==> config.mk <==
export PLATFORM = sky130hd
export DESIGN_NAME = xcalc_engine_flat
export DESIGN_NICKNAME = d
export VERILOG_FILES = /design/src/rtl/xcalc_engine_if.sv /design/src/rtl/xcalc_engine.sv /design/src/flat_wrapper.sv
export SDC_FILE = /design/constraint.sdc
export NUM_CORES = 1
export LEC_CHECK = 0
export BUFFER_PORTS_ARGS = -buffer_cell sky130_fd_sc_hd__buf_2
export CELL_PAD_IN_SITES_DETAIL_PLACEMENT = 1
export CELL_PAD_IN_SITES_GLOBAL_PLACEMENT = 1
export CORE_ASPECT_RATIO = 1.1
export CORE_UTILIZATION = 46
export DETAILED_ROUTE_END_ITERATION = 12
export PLACE_DENSITY = 0.81
export SLEW_MARGIN = 20
export SYNTH_ARGS = -nofsm -noshare
export SYNTH_HDL_FRONTEND = slang
export SYNTH_SLANG_ARGS = --single-unit
==> constraint.sdc <==
create_clock -name i_clk -period 8.5 [get_ports i_clk]
set_input_delay 0.85 -clock i_clk [delete_from_list [all_inputs] [get_ports i_clk]]
set_output_delay 0.85 -clock i_clk [all_outputs]
set_load 0.01 [all_outputs]
==> src/rtl/xcalc_engine_if.sv <==
// Key-entry and result bus between the key-code decoder and the calculator engine.
// The master drives keys and clear; the slave (engine) returns the result and status.
interface xcalc_engine_if #(
  parameter int unsigned W = 11
) ();
  logic         clear;
  logic         key_valid;
  logic [3:0]   key_code;
  logic         key_ready;
  logic [W-1:0] result;
  logic         result_valid;
  logic         busy;
  logic         err_div0;
  logic         err_ovf;

  modport master (
    output clear, key_valid, key_code,
    input  key_ready, result, result_valid, busy, err_div0, err_ovf
  );

  modport slave (
    input  clear, key_valid, key_code,
    output key_ready, result, result_valid, busy, err_div0, err_ovf
  );
endinterface

==> src/rtl/xcalc_engine.sv <==
// Signed keypad calculator engine: builds two operands from decimal keys, runs add/sub/mul in
// one cycle or a restoring divider over W cycles, then saturates and publishes the result.
module xcalc_engine #(
  parameter int unsigned W      = 11,
  parameter int unsigned DIGITS = 3
) (
  input logic           i_clk,
  input logic           i_rst_n,
  xcalc_engine_if.slave io_calc
);

  localparam int unsigned CW = $clog2(DIGITS + 1);
  localparam int unsigned IW = $clog2(W + 1);
  localparam int unsigned WW = 2 * W + 2;

  localparam logic [3:0] KeyAdd = 4'd10;
  localparam logic [3:0] KeySub = 4'd11;
  localparam logic [3:0] KeyDiv = 4'd13;
  localparam logic [3:0] KeyEq  = 4'd14;
  localparam logic [3:0] KeyNop = 4'd15;

  localparam logic signed [WW-1:0] MaxVal = WW'({(W-1){1'b1}});
  localparam logic signed [WW-1:0] MinVal = -MaxVal - WW'(1);

  typedef enum logic [2:0] {StSign1, StDig1, StSign2, StDig2, StExec, StDone} state_e;

  state_e               r_state;
  logic                 r_sign1, r_sign2;
  logic [W-1:0]         r_op1, r_op2;
  logic [CW-1:0]        r_cnt1, r_cnt2;
  logic [3:0]           r_opr;
  logic [W-1:0]         r_result;
  logic                 r_valid, r_div0, r_ovf;
  logic signed [WW-1:0] r_wide;
  logic                 r_fin, r_fin_div0;
  logic                 r_div_run, r_neg;
  logic [W-1:0]         r_rem, r_quo, r_dvs;
  logic [IW-1:0]        r_iter;

  logic                 w_acc, w_digit, w_oper;
  logic [3:0]           w_key;
  logic [W-1:0]         w_d;
  logic signed [WW-1:0] w_a, w_b, w_arith, w_quo_wide;
  logic [W:0]           w_rem_sh;
  logic                 w_qbit;
  logic [W-1:0]         w_rem_nxt, w_quo_nxt;
  logic [W-1:0]         w_sat, w_chain, w_chain_mag;
  logic                 w_sat_ovf;

  assign w_key   = io_calc.key_code;
  assign w_acc   = io_calc.key_valid && (r_state != StExec) && !io_calc.clear;
  assign w_digit = (w_key <= 4'd9);
  assign w_oper  = (w_key >= KeyAdd) && (w_key <= KeyDiv);
  assign w_d     = W'(w_key);

  always_comb begin
    w_a = $signed(WW'(r_op1));
    if (r_sign1) w_a = -w_a;
    w_b = $signed(WW'(r_op2));
    if (r_sign2) w_b = -w_b;
    case (r_opr)
      KeyAdd:  w_arith = w_a + w_b;
      KeySub:  w_arith = w_a - w_b;
      default: w_arith = w_a * w_b;
    endcase
  end

  // One restoring step: shift the next dividend bit into the remainder and try the subtract.
  always_comb begin
    w_rem_sh  = {r_rem, r_quo[W-1]};
    w_qbit    = (w_rem_sh >= {1'b0, r_dvs});
    w_rem_nxt = w_qbit ? (w_rem_sh[W-1:0] - r_dvs) : w_rem_sh[W-1:0];
    w_quo_nxt = {r_quo[W-2:0], w_qbit};
    w_quo_wide = $signed(WW'(w_quo_nxt));
    if (r_neg) w_quo_wide = -w_quo_wide;
  end

  always_comb begin
    w_sat     = r_wide[W-1:0];
    w_sat_ovf = 1'b0;
    if (r_wide > MaxVal) begin
      w_sat     = MaxVal[W-1:0];
      w_sat_ovf = 1'b1;
    end else if (r_wide < MinVal) begin
      w_sat     = MinVal[W-1:0];
      w_sat_ovf = 1'b1;
    end
    // A chaining key may land on the same edge the finished result is published.
    w_chain     = r_fin ? w_sat : r_result;
    w_chain_mag = w_chain[W-1] ? (-w_chain) : w_chain;
  end

  always_ff @(posedge i_clk or negedge i_rst_n) begin
    if (!i_rst_n) begin
      r_state    <= StSign1;
      r_sign1    <= 1'b0;
      r_sign2    <= 1'b0;
      r_op1      <= '0;
      r_op2      <= '0;
      r_cnt1     <= '0;
      r_cnt2     <= '0;
      r_opr      <= '0;
      r_result   <= '0;
      r_valid    <= 1'b0;
      r_div0     <= 1'b0;
      r_ovf      <= 1'b0;
      r_wide     <= '0;
      r_fin      <= 1'b0;
      r_fin_div0 <= 1'b0;
      r_div_run  <= 1'b0;
      r_neg      <= 1'b0;
      r_rem      <= '0;
      r_quo      <= '0;
      r_dvs      <= '0;
      r_iter     <= '0;
    end else if (io_calc.clear) begin
      r_state    <= StSign1;
      r_sign1    <= 1'b0;
      r_sign2    <= 1'b0;
      r_op1      <= '0;
      r_op2      <= '0;
      r_cnt1     <= '0;
      r_cnt2     <= '0;
      r_opr      <= '0;
      r_result   <= '0;
      r_valid    <= 1'b0;
      r_div0     <= 1'b0;
      r_ovf      <= 1'b0;
      r_wide     <= '0;
      r_fin      <= 1'b0;
      r_fin_div0 <= 1'b0;
      r_div_run  <= 1'b0;
      r_neg      <= 1'b0;
      r_rem      <= '0;
      r_quo      <= '0;
      r_dvs      <= '0;
      r_iter     <= '0;
    end else begin
      r_fin <= 1'b0;
      if (r_fin) begin
        r_result <= w_sat;
        r_valid  <= 1'b1;
        r_div0   <= r_fin_div0;
        r_ovf    <= w_sat_ovf;
      end
      case (r_state)
        StSign1: if (w_acc) begin
          if (w_key == KeyAdd) r_sign1 <= 1'b0;
          else if (w_key == KeySub) r_sign1 <= 1'b1;
          else if (w_digit) begin
            r_op1   <= w_d;
            r_cnt1  <= CW'(1);
            r_state <= StDig1;
          end
        end
        StDig1: if (w_acc) begin
          if (w_digit) begin
            if (r_cnt1 < CW'(DIGITS)) begin
              r_op1  <= r_op1 * W'(10) + w_d;
              r_cnt1 <= r_cnt1 + CW'(1);
            end
          end else if (w_oper) begin
            r_opr   <= w_key;
            r_sign2 <= 1'b0;
            r_op2   <= '0;
            r_cnt2  <= '0;
            r_state <= StSign2;
          end
        end
        StSign2: if (w_acc) begin
          if (w_key == KeyAdd) r_sign2 <= 1'b0;
          else if (w_key == KeySub) r_sign2 <= 1'b1;
          else if (w_digit) begin
            r_op2   <= w_d;
            r_cnt2  <= CW'(1);
            r_state <= StDig2;
          end
        end
        StDig2: if (w_acc) begin
          if (w_digit) begin
            if (r_cnt2 < CW'(DIGITS)) begin
              r_op2  <= r_op2 * W'(10) + w_d;
              r_cnt2 <= r_cnt2 + CW'(1);
            end
          end else if (w_key == KeyEq) begin
            r_div_run <= 1'b0;
            r_state   <= StExec;
          end
        end
        StExec: begin
          if (!r_div_run) begin
            if (r_opr != KeyDiv) begin
              r_wide     <= w_arith;
              r_fin      <= 1'b1;
              r_fin_div0 <= 1'b0;
              r_state    <= StDone;
            end else if (r_op2 == '0) begin
              r_wide     <= '0;
              r_fin      <= 1'b1;
              r_fin_div0 <= 1'b1;
              r_state    <= StDone;
            end else begin
              r_div_run <= 1'b1;
              r_rem     <= '0;
              r_quo     <= r_op1;
              r_dvs     <= r_op2;
              r_neg     <= r_sign1 ^ r_sign2;
              r_iter    <= IW'(W);
            end
          end else begin
            r_rem  <= w_rem_nxt;
            r_quo  <= w_quo_nxt;
            r_iter <= r_iter - IW'(1);
            if (r_iter == IW'(1)) begin
              r_wide     <= w_quo_wide;
              r_fin      <= 1'b1;
              r_fin_div0 <= 1'b0;
              r_div_run  <= 1'b0;
              r_state    <= StDone;
            end
          end
        end
        StDone: if (w_acc && (w_key != KeyNop)) begin
          r_valid <= 1'b0;
          r_div0  <= 1'b0;
          r_ovf   <= 1'b0;
          if (w_oper) begin
            r_op1   <= w_chain_mag;
            r_sign1 <= w_chain[W-1];
            r_opr   <= w_key;
            r_sign2 <= 1'b0;
            r_op2   <= '0;
            r_cnt2  <= '0;
            r_state <= StSign2;
          end else if (w_digit) begin
            r_op1   <= w_d;
            r_sign1 <= 1'b0;
            r_cnt1  <= CW'(1);
            r_state <= StDig1;
          end
        end
        default: r_state <= StSign1;
      endcase
    end
  end

  assign io_calc.key_ready    = (r_state != StExec);
  assign io_calc.busy         = (r_state == StExec);
  assign io_calc.result       = r_result;
  assign io_calc.result_valid = r_valid;
  assign io_calc.err_div0     = r_div0;
  assign io_calc.err_ovf      = r_ovf;

endmodule

==> src/flat_wrapper.sv <==
// flat-port wrapper written by rule: the top's interface ports become plain ports
module xcalc_engine_flat 
#(
  parameter int unsigned W      = 11,
  parameter int unsigned DIGITS = 3
)
  (i_clk, i_rst_n, io_calc_clear, io_calc_key_valid, io_calc_key_code, io_calc_key_ready, io_calc_result, io_calc_result_valid, io_calc_busy, io_calc_err_div0, io_calc_err_ovf);
  xcalc_engine_if #(.W(W)) io_calc_i ();
  input logic i_clk;
  input logic i_rst_n;
  input wire logic [$bits(io_calc_i.clear)-1:0] io_calc_clear;
  input wire logic [$bits(io_calc_i.key_valid)-1:0] io_calc_key_valid;
  input wire logic [$bits(io_calc_i.key_code)-1:0] io_calc_key_code;
  output wire logic [$bits(io_calc_i.key_ready)-1:0] io_calc_key_ready;
  output wire logic [$bits(io_calc_i.result)-1:0] io_calc_result;
  output wire logic [$bits(io_calc_i.result_valid)-1:0] io_calc_result_valid;
  output wire logic [$bits(io_calc_i.busy)-1:0] io_calc_busy;
  output wire logic [$bits(io_calc_i.err_div0)-1:0] io_calc_err_div0;
  output wire logic [$bits(io_calc_i.err_ovf)-1:0] io_calc_err_ovf;
  assign io_calc_i.clear = io_calc_clear;
  assign io_calc_i.key_valid = io_calc_key_valid;
  assign io_calc_i.key_code = io_calc_key_code;
  assign io_calc_key_ready = io_calc_i.key_ready;
  assign io_calc_result = io_calc_i.result;
  assign io_calc_result_valid = io_calc_i.result_valid;
  assign io_calc_busy = io_calc_i.busy;
  assign io_calc_err_div0 = io_calc_i.err_div0;
  assign io_calc_err_ovf = io_calc_i.err_ovf;
  xcalc_engine #(.W(W), .DIGITS(DIGITS)) u_core (.i_clk(i_clk), .i_rst_n(i_rst_n), .io_calc(io_calc_i));
endmodule
# After elaboration in Yosys (flattened, before gate mapping)

Cells that the tools add are included.

Divide/modulo/power cells: 0
Magnitude comparators: 8
Equal/unequal tests: 44
Multiply operators: 3
Shift operators: 0
Multiplexer cells: 166
Bitwise gates (word level): 1
Add/sub/neg operators: 12
Reductions and logical operators: 26

Operators with widths:

| operator                | count |
|---|---|
| $mux W11                | 43 |
| $mux W24                | 9 |
| $neg A11 Y24            | 3 |
| $mux W3                 | 21 |
| $mux W1                 | 51 |
| $pmux W24 S2            | 1 |
| $mux W2                 | 22 |
| $pmux W11 S4            | 1 |
| $ne A3 B2 Y1 const B    | 14 |
| $mux W4                 | 10 |
| $pmux W11 S3            | 1 |
| $ne A3 B3 Y1 const B    | 9 |
| $add A24 B24 Y24        | 1 |
| $gt A24 B11 Y1 const B  | 1 |
| $lt A24 B11 Y1 const B  | 1 |
| $mul A24 B24 Y24        | 1 |
| $sub A24 B24 Y24        | 1 |
| $add A11 B4 Y11         | 2 |
| $mul A11 B3 Y10 const B | 2 |
| $eq A4 B4 Y1 const B    | 5 |
| $pmux W3 S6             | 1 |
| $reduce_and A16 Y1      | 1 |
| $ge A12 B11 Y1          | 1 |
| $ne A4 B2 Y1 const B    | 3 |
| other kinds (35)        | 55 |

Output and inout port bits: 16
Bits in latches: 0
Bits in read-only memories: 0
Bits in writable memories: 0
Memories kept: 0
Flip-flop bits (word level): 114

# Longest topological paths before layout

Gate-level depths: netlist of the first run.

Depth in word-level cells: 10
Gate-level depth with buffers: 35
Gate-level depth less buffers: 32

# Worst setup path before layout of the first run

OpenSTA, ideal clock, no wires.

Kind: register to register
Start point: reg u_core.r_op2[0]
End point: reg u_core.r_wide[23]
Cell stages (with the launch flop): 35
Slack: 482 ps
Clock period less this slack: 8018 ps
Library setup time: 101 ps
Data arrival time: 7918 ps
Cell sequence: dfrtp_1 clkbuf_1 inv_1 clkbuf_1 ha_1 nand2b_1 buf_2 o41ai_1 xor2_1 clkbuf_1 nor2_1 fa_1 inv_1 fa_1 fa_1 inv_1 ha_1 inv_1 fa_1 inv_1 fa_1 inv_1 fa_1 inv_1 ha_1 a21o_1 a21oi_1 inv_1 a21o_1 o22a_1 a311o_1 a31oi_1 xnor2_1 nor2_1 o311ai_2

Word-level cells in the longest chain between the ends: 8

RTL lines:

| what                                           | line                | RTL |
|---|---|---|
| start: declaration                             | xcalc_engine.sv:29  | `logic [W-1:0] r_op1, r_op2;` |
| start signal: assignment                       | xcalc_engine.sv:174 | `r_op2 <= w_d;` |
| start signal: assignment                       | xcalc_engine.sv:182 | `r_op2 <= r_op2 * W'(10) + w_d;` |
| $neg A11 Y24                                   | xcalc_engine.sv:60  | `if (r_sign2) w_b = -w_b;` |
| $mux W24                                       | xcalc_engine.sv:60  |  |
| $mul A24 B24 Y24, or another cell as far along | xcalc_engine.sv:64  | `default: w_arith = w_a * w_b;` |
| $pmux W24 S2                                   | xcalc_engine.sv:61  | `case (r_opr)` |
| $mux W24                                       | xcalc_engine.sv:192 | `if (r_opr != KeyDiv) begin` |
| $mux W24                                       | xcalc_engine.sv:191 | `if (!r_div_run) begin` |
| $mux W24                                       | xcalc_engine.sv:146 | `case (r_state)` |
| $mux W24                                       | xcalc_engine.sv:116 | `end else if (io_calc.clear) begin` |
| end signal: assignment                         | xcalc_engine.sv:193 | `r_wide <= w_arith;` |
| end signal: assignment                         | xcalc_engine.sv:215 | `r_wide <= w_quo_wide;` |
| end: declaration                               | xcalc_engine.sv:34  | `logic signed [WW-1:0] r_wide;` |

Several ways; a longest one is shown, not always the timed one. The select of a mux whose other input is x is not followed.
A chain may end at the register's enable or synchronous reset.

# Worst setup path in the final report of the first run

Start point: reg u_core.r_op1[0]
End point: reg u_core.r_wide[23]

Word-level cells in the longest chain between the ends: 8

RTL lines:

| what                                           | line                | RTL |
|---|---|---|
| start: declaration                             | xcalc_engine.sv:29  |  |
| start signal: assignment                       | xcalc_engine.sv:151 | `r_op1 <= w_d;` |
| start signal: assignment                       | xcalc_engine.sv:159 | `r_op1 <= r_op1 * W'(10) + w_d;` |
| start signal: assignment                       | xcalc_engine.sv:228 | `r_op1 <= w_chain_mag;` |
| $neg A11 Y24                                   | xcalc_engine.sv:58  | `if (r_sign1) w_a = -w_a;` |
| $mux W24 (*)                                   | xcalc_engine.sv:58  |  |
| $mul A24 B24 Y24, or another cell as far along | xcalc_engine.sv:64  |  |
| $pmux W24 S2 (*)                               | xcalc_engine.sv:61  |  |
| $mux W24 (*)                                   | xcalc_engine.sv:192 |  |
| $mux W24 (*)                                   | xcalc_engine.sv:191 |  |
| $mux W24 (*)                                   | xcalc_engine.sv:146 |  |
| $mux W24 (*)                                   | xcalc_engine.sv:116 |  |

Every way passes the cells marked *; elsewhere a longest branch is shown, timed or not. The select of a mux whose other input is x is not followed.

==> reports/metrics.yaml, run 1 <==
run_status: "complete, no violations"
setup_repair_after_global_routing_missed_its_margin: "false"
dr.first_iter.drc_count: 1002
postSynthAreaPerCell_um2: 8.37
min_period_over_period_pct: 96.5
antenna_left: 0
grt_pass1_vias: 18000
crit_type: "flop to flop"
fmaxAchievable_ghz: 0.122
max-vdd-ir-drop_v: 0.000196
commonest_non_fill_non_tap_cell_in_the_layout: "sky130_fd_sc_hd__inv_1"
worstPathMaxFanout: 13
place_hpwl_um: 48900
clock_tree.buffer_depth: 2
drive_gt1_share_pct: 7.16
mostFrequentLayoutCells: "383 x sky130_fd_sc_hd__inv_1, 255 x sky130_fd_sc_hd__nor2_1, 216 x sky130_fd_sc_hd__fa_1, 203 x sky130_fd_sc_hd__nand2_1, 177 x sky130_fd_sc_hd__ha_1"
timing.critical_path.to_type: "flop"
hold_path_class: "input port to asynchronous set/reset pin"
antenna_found_initial: 0
num-nets-final: 2623
timing.final.setup_violations: 0
drt_drc_violations_left: 0
hold-worst-slack_ps: 455
grt_max_degree: 64
synth_warnings: 0
timing_worst_slew_pin_value_ps: 990
tritoncts.num_buffers: 17
start_util_pct: 47.0
coreArea_um2: 39500
die_w_um: 193
worst_path_largest_cell_delay_ps: 580
netlist_instances: 2214
dominantRegCellSynth: "sky130_fd_sc_hd__dfrtp_1"
grt_residual_overflow: 0
slowest_stage: "sky130_fd_sc_hd__fa_1"
yosysUniqueCellTypes: 82
cellLeakagePower_nw: 9.90
route.final.wire_length_um: 61000
timing_max_transition_violations_final: 0
critical_path_required_ps: 8850
first_pass_grt_wire_length_um: 98000
worst_slew_margin_rel_pct: 33.9
die_height_um: 213
synth-seq-cells: 114
power-per-cell-area_nw_per_um2: 272
cts.sinks: 114
ios: 24
clock_latency_ps: 450
globalplace.congestion: 0.950
dp_slack_ps: 206
clock_tree.htree_level_count: 4
worst-endpoint-arrival_ps: 8560
numPlacedInstances: 2708
setup.worst_path.start_class: "flop"
clock-root-buffer: "sky130_fd_sc_hd__clkbuf_16"
synth_edf_count: 0
synthToLayoutAreaGrowth_pct: 7.90
antenna-diode-count: 0
io_buffers: 23
synthesis.nets: 2615
async_flop_share_pct: 100
totalNegativeSetupSlack_ps: 0
drt_pre_antenna_iters: 5
synth.cell_area_um2: 18500
final_critical_path_setup_slack_ps: 294
clk_pin_slew_worst_paths_ps: 60
final_cell_count_without_fillers: 2742
track_usage_pct: 30.8
drt-vias-per-instance: 5.84
layout.core_utilization_pct: 50.7
core.rowCount: 76
final.setup_skew_ps: 12.1
die_footprint_um2: 41100
finalCriticalPeriod_ps: 8210
cts_tree: "done"
layout.filler_cells: 4726
detailroute.via_count: 16000
detail_route.wl_per_cell_um: 22.3
synth_seq_area_share_pct: 15.4
cap_violations: 0
endpoints_failing_hold: 0
==> through the flow <==
step | power [mW] | cell area [µm²]
after floorplan | 3.47 | 18500
after global placement | 4.46 | 19400
after detailed placement | 4.61 | 19400
after CTS | 5.36 | 19900
after global routing | 5.81 | 20000
final | 5.45 | 20000
==> path summary, 6_finish.rpt <==
path                                                       start                                     to  slack, ps  cells past startpoint
setup / recovery                     u_core.r_op1[0]$_DFFE_PN0P_          u_core.r_wide[23]$_DFFE_PN0P_        290                     28
hold / removal                                           i_rst_n     u_core.io_calc.result[4]$_DFF_PN0_        460                      1
setup reg to reg                     u_core.r_op1[0]$_DFFE_PN0P_          u_core.r_wide[23]$_DFFE_PN0P_        290                     28
hold reg to reg            u_core.io_calc.result_valid$_DFF_PN0_  u_core.io_calc.result_valid$_DFF_PN0_        490                      1
max in group asynchronous                                i_rst_n           u_core.r_op2[10]$_DFFE_PN0P_       6710                      2
min in group i_clk         u_core.io_calc.result_valid$_DFF_PN0_  u_core.io_calc.result_valid$_DFF_PN0_        490                      1
==> where the power goes <==
group | internal, mW | switching, mW
combinational | 1.52 | 2.47
sequential | 0.617 | 0.133
clock | 0.403 | 0.301
total | 2.54 | 2.90
==> flip-flops by register name, summed over array words and instances, names as in the netlist, 2 cells and up <==
name	count
u_core.r_quo	11
u_core.r_op1	11
u_core.r_dvs	11
u_core.r_opr	4
u_core.r_iter	4
u_core.r_rem	11
u_core.r_wide	24
u_core.r_op2	11
u_core.r_cnt2	2
u_core.r_state	3
u_core.io_calc.result	11
u_core.r_cnt1	2
==> cells by family (layout without fill, tap and decap cells) <==
logic type / after synthesis / count (layout) / synth area share, %
AOI/OAI and AO/OA: 419 / 419 / 15.2
xor gates and xnor gates: 158 / 158 / 7.94
adders and majority gates: 393 / 393 / 35.3
buffers and inverters: 487 / 508 / 10.1
DFF: 114 / 114 / 15.4
muxes: 30 / 30 / 1.64
and+or+nand+nor: 613 / 613 / 14.5
==> worst max-delay path, delay by kind of cell (launching register included) <==
kind                     cells  cell delay, ps
adder cells (fa/ha/maj)      7            3600
XOR/XNOR                     9            2350
buffers and inverters        6             850
AND/OR/NAND/NOR              5             710
flip-flops                   1             390
AO/OA/AOI/OAI                1             210
==> cell usage after synthesis (all sizes together) (6+ instances only) <==
library cell | count | area share, %
a21o | 36 | 1.5
o31ai | 34 | 1.5
a21boi | 9 | 0.36
o21bai | 10 | 0.40
nand2 | 203 | 4.1
o22ai | 6 | 0.20
a211oi | 13 | 0.53
o21a | 15 | 0.61
ha | 177 | 12
nor2b | 25 | 0.84
a221oi | 14 | 0.66
nor2 | 257 | 5.2
nor3 | 28 | 0.78
mux2i | 27 | 1.5
a21oi | 114 | 3.1
xnor2 | 121 | 5.7
a32o | 6 | 0.32
nand2b | 20 | 0.67
nand3 | 19 | 0.51
dfrtp | 114 | 15
clkbuf | 83 | 1.7
o41ai | 10 | 0.57
xor2 | 35 | 2.0
o21ai | 88 | 2.4
inv | 385 | 7.8
or4 | 6 | 0.26
a22o | 18 | 0.85
nor4 | 8 | 0.27
fa | 216 | 23
nor3b | 8 | 0.32
buf | 16 | 0.55
or3 | 6 | 0.23
and3 | 8 | 0.27
==> area by class of cell <==
| class | count | area [µm²] | share of cell area (%) |
|---|---|---|---|
| tap | 507 | 634 | 3.17 |
| clock inverter | 15 | 136 | 0.682 |
| inverter | 388 | 1460 | 7.28 |
| timing repair buffer | 88 | 609 | 3.05 |
| sequential | 114 | 2850 | 14.3 |
| clock buffer | 17 | 425 | 2.13 |
| multi-input combinational | 1613 | 13900 | 69.4 |
==> repair_timing <==
action                     CTS  global route
hold buffers                 0             0
resized for setup            0             8
setup endpoints to repair    0             3
setup buffers                0             2
==> routing by layer <==
metal / vias to the layer above / share of wire (%) / GRT usage (%)
li1: 7174 / - / -
met1: 8146 / 40 / 36.7
met2: 537 / 50 / 54.8
met3: 169 / 5.1 / 4.14
met4: 0 / 4.8 / 15.5
met5: - / 0 / 0
No activity file was read; power rests on OpenSTA's default activity.
==> run 2: changes to the inputs <==
Settings changed: CORE_MARGIN set to 2.
==> reports/metrics.yaml, run 2 (synthesis results as in run 1) <==
drt_pre_antenna_iters: 5
grt_max_degree: 69
fmaxAchievable_ghz: 0.123
hold-worst-slack_ps: 436
route.final.wire_length_um: 60500
finalCriticalPeriod_ps: 8150
clock_tree.htree_level_count: 4
tritoncts.num_buffers: 17
track_usage_pct: 29.6
mostFrequentLayoutCells: "383 x sky130_fd_sc_hd__inv_1, 255 x sky130_fd_sc_hd__nor2_1, 216 x sky130_fd_sc_hd__fa_1, 203 x sky130_fd_sc_hd__nand2_1, 177 x sky130_fd_sc_hd__ha_1"
cts.sinks: 114
critical_path.most_common_cell: "sky130_fd_sc_hd__fa_1"
timing.critical_path.to_type: "flop"
met1Wirelength_um: 23700
timing.final.setup_violations: 0
core.rowCount: 77
setup.worst_path.start_class: "flop"
layout.core_utilization_pct: 50.0
num-nets-final: 2618
die_footprint_um2: 41900
clock_tree.buffer_depth: 2
detailroute.via_count: 16000
final_design_area_no_fill_um2: 20000
antenna-diode-count: 0
setup_repair_after_global_routing_missed_its_margin: "false"
worst_slew_margin_rel_pct: 35.4
first_pass_grt_wire_length_um: 96400
critical_path_required_ps: 8860
drt_drc_violations_left: 0
grt_residual_overflow: 0
worstPathMaxFanout: 11
registers.top_by_ff_count: "u_core.r_wide"
ios: 24
synthToLayoutAreaGrowth_pct: 7.91
io_buffers: 23
commonest_non_fill_non_tap_cell_in_the_layout: "sky130_fd_sc_hd__inv_1"
coreArea_um2: 40000
die_w_um: 195
drive_gt1_share_pct: 6.91
multiInputGateArea_um2: 13900
antenna_found_initial: 0
clock_latency_ps: 450
max-vdd-ir-drop_v: 0.000202
top_signal_layer_used: "met4"
cts_tree: "done"
min_period_over_period_pct: 95.8
endpoints_failing_hold: 0
hold_path_class: "input port to asynchronous set/reset pin"
wl_met2_um: 29800
critical_path_cell_count: 27
met3WireLength_um: 2960
crit_type: "flop to flop"
critical_path.top_delay_family: "adder cells"
cts.hold.buffers_added: 0
die_height_um: 215
timing_worst_slew_pin_value_ps: 962
final.setup_skew_ps: 19.1
dr.first_iter.drc_count: 1034
clk_pin_slew_worst_paths_ps: 70
largest_register_ffs: 24
antenna_left: 0
totalNegativeSetupSlack_ps: 0
cap_violations: 0
drt-vias-per-instance: 5.83
grt_pass1_vias: 17800
reg2reg_from: "u_core.r_op1[5]$_DFFE_PN0P_"
worstPathBufferInverterCount: 5
worst_path_largest_cell_delay_ps: 620
start_util_pct: 46.4
place_hpwl_um: 48500
run_status: "complete, no violations"
timing_max_transition_violations_final: 0
clock-root-buffer: "sky130_fd_sc_hd__clkbuf_16"
timing.critical_path.from: "u_core.r_op1[5]$_DFFE_PN0P_"
totalPowerFinal_mw: 5.45
worst-endpoint-arrival_ps: 8500
dpl_cell_area_um2: 19400
seqCellArea_um2: 2850
layout.filler_cells: 4834
power-per-cell-area_nw_per_um2: 272
worstRegToRegCells: 27
detail_route.wl_per_cell_um: 22.0
slowest_stage: "sky130_fd_sc_hd__or4_1"
cellLeakagePower_nw: 9.91
globalplace.congestion: 0.931
[run 2: power breakdown]
group	internal, mW	switching (mW)	leakage (nW)
Combinational	1.51	2.43	8.05
Clock	0.443	0.299	0.284
Sequential	0.616	0.151	1.57
Total	2.57	2.88	9.91
[run 2: layout make-up]
| class | instances | area share [%] |
|---|---|---|
| repair buffers | 83 | 2.84 |
| well taps | 513 | 3.21 |
| clock inverters | 14 | 0.769 |
| clock buffers | 18 | 2.19 |
| multi-input cells | 1613 | 69.5 |
| inverters | 388 | 7.28 |
| flip-flops and latches | 114 | 14.3 |
[run 2: per-stage QoR]
stage,instances,setup WS (ps)
after floorplan,2214,482
after global placement,2711,584
after detailed placement,2711,255
after CTS,2743,220
after global routing,2743,18.2
final,2743,353
[run 2: worst paths after layout]
kind / end / slack (ps)
max: u_core.r_wide[23]$_DFFE_PN0P_ / 350
min: u_core.r_rem[6]$_DFFE_PN0P_ / 440
max reg2reg: u_core.r_wide[23]$_DFFE_PN0P_ / 350
min reg2reg: u_core.io_calc.result_valid$_DFF_PN0_ / 490
max in group asynchronous: u_core.r_wide[4]$_DFFE_PN0P_ / 6680
min in group i_clk: u_core.io_calc.result_valid$_DFF_PN0_ / 490
[run 2: timing repair]
| item | CTS | global route |
|---|---|---|
| setup endpoints to repair | 0 | 4 |
| buffers inserted | 0 | 0 |
| gates resized for setup | 0 | 6 |
[run 2: routing by layer]
layer,vias to the layer above,global-route usage [%]
met5,-,0
met4,0,17.9
met3,197,4.09
met2,545,51.6
met1,8091,34.4
li1,7172,-
==> run 3: changes to the inputs <==
Settings changed: BUFFER_PORTS_ARGS -buffer_cell sky130_fd_sc_hd__buf_2 to not set, CORE_UTILIZATION 46 to 47, DONT_BUFFER_PORTS set to 1, PLACE_DENSITY 0.81 to 0.82.
==> reports/metrics.yaml, run 3 (synthesis results as in run 1) <==
run_status: "complete, no violations"
synthToLayoutAreaGrowth_pct: 7.18
rr_endpoint: "u_core.r_wide[23]$_DFFE_PN0P_"
die_footprint_um2: 41100
final_critical_path_setup_slack_ps: 264
worstPathBufferInverterCount: 6
antenna_found_initial: 0
cts_tree: "done"
route.final.wire_length_um: 60000
cap_violations: 0
clock_latency_ps: 440
critical_path.top_delay_family: "adder cells"
detail_route.wl_per_cell_um: 22.1
detailroute.via_count: 15700
dr.first_iter.drc_count: 979
io_buffers: 0
endpoints_failing_hold: 0
crit_type: "flop to flop"
dp_slack_ps: 252
timing.final.setup_violations: 0
die_height_um: 212
reg2reg_setup_slack_ps: 260
ios: 24
mostFrequentLayoutCells: "383 x sky130_fd_sc_hd__inv_1, 255 x sky130_fd_sc_hd__nor2_1, 216 x sky130_fd_sc_hd__fa_1, 203 x sky130_fd_sc_hd__nand2_1, 177 x sky130_fd_sc_hd__ha_1"
tritoncts.num_buffers: 17
drt-vias-per-instance: 5.79
timing_max_transition_violations_final: 0
timing_worst_slew_pin_value_ps: 1110
totalNegativeSetupSlack_ps: 0
clock-root-buffer: "sky130_fd_sc_hd__clkbuf_16"
grt_residual_overflow: 0
drt_drc_violations_left: 0
clk_pin_slew_worst_paths_ps: 60
drt_pre_antenna_iters: 5
place_hpwl_um: 48300
fmaxAchievable_ghz: 0.121
worstPathMaxFanout: 8
largest_register_ffs: 24
track_usage_pct: 30.2
worst-endpoint-arrival_ps: 8570
cts.hold.buffers_added: 0
timing.critical_path.to_type: "flop"
globalplace.congestion: 0.944
setup.worst_path.start_class: "flop"
cellLeakagePower_nw: 9.80
power-per-cell-area_nw_per_um2: 273
num-nets-final: 2596
max-vdd-ir-drop_v: 0.000206
antenna-diode-count: 0
critical_path_required_ps: 8840
first_pass_grt_wire_length_um: 97000
critical_path.most_common_cell: "sky130_fd_sc_hd__fa_1"
clock_tree.htree_level_count: 4
start_util_pct: 47.4
worst_path_largest_cell_delay_ps: 600
drive_gt1_share_pct: 5.75
grt_max_degree: 115
setup_repair_after_global_routing_missed_its_margin: "false"
registers.top_by_ff_count: "u_core.r_wide"
numPlacedInstances: 2683
final.setup_skew_ps: 10.4
antenna_left: 0
worst_slew_margin_rel_pct: 25.2
final_cell_count_without_fillers: 2715
reg2reg_from: "u_core.r_op1[7]$_DFFE_PN0P_"
slowest_stage: "sky130_fd_sc_hd__fa_1"
cts.sinks: 114
clock_tree.buffer_depth: 2
die_w_um: 193
hold_path_class: "input port to asynchronous set/reset pin"
finalCriticalPeriod_ps: 8240
coreArea_um2: 39100
layout.filler_cells: 4650
grt_pass1_vias: 17800
min_period_over_period_pct: 96.9
commonest_non_fill_non_tap_cell_in_the_layout: "sky130_fd_sc_hd__inv_1"
core.rowCount: 76
worstRegToRegCells: 25
[run 3: what timing repair did]
item / in CTS / in global routing
buffers inserted: 0 / 0
setup endpoints to repair: 0 / 4
gates resized for setup: 0 / 3
[run 3: metal layers]
layer  up-vias  GRT usage, %  wire (µm)
met5         -             0          0
met4         0          16.3       3380
met3       155          3.89       2670
met2       435          53.6      30100
met1      7989          35.8      23800
li1       7140             -          -
[run 3: cell type report]
cell class              count  area [µm²]  share of cell area, %
multi-input cells        1613       13900                   69.7
flip-flops and latches    114        2850                   14.4
well taps                 507         634                   3.19
inverters                 388        1460                   7.33
repair buffers             61         458                   2.30
clock inverters            11         153                  0.768
clock buffers              21         460                   2.32
[run 3: per-stage QoR]
stage	util (%)	hold slack, ps	power, mW	instance area (µm²)
after floorplan	-	444	3.47	18500
after global placement	49.2	460	4.45	19200
after detailed placement	49.2	487	4.58	19200
after CTS	50.8	91.5	5.38	19900
after global routing	50.8	88.1	5.85	19900
final	50.8	102	5.42	19900
[run 3: report_power, final]
group / switching (mW) / internal (mW)
Sequential: 0.140 / 0.616
Combinational: 2.40 / 1.51
Clock: 0.279 / 0.478
[run 3: worst max-delay path by stage]
stage                                           start                       endpoint  depth (start not counted)
final                     u_core.r_op1[7]$_DFFE_PN0P_  u_core.r_wide[23]$_DFFE_PN0P_                         25
after global routing      u_core.r_op1[7]$_DFFE_PN0P_  u_core.r_wide[23]$_DFFE_PN0P_                         25
after CTS                 u_core.r_op1[5]$_DFFE_PN0P_  u_core.r_wide[23]$_DFFE_PN0P_                         26
after detailed placement  u_core.r_op1[5]$_DFFE_PN0P_  u_core.r_wide[23]$_DFFE_PN0P_                         26
after global placement    u_core.r_op1[5]$_DFFE_PN0P_  u_core.r_wide[23]$_DFFE_PN0P_                         26
after floorplan           u_core.r_op2[0]$_DFFE_PN0P_  u_core.r_wide[23]$_DFFE_PN0P_                         34
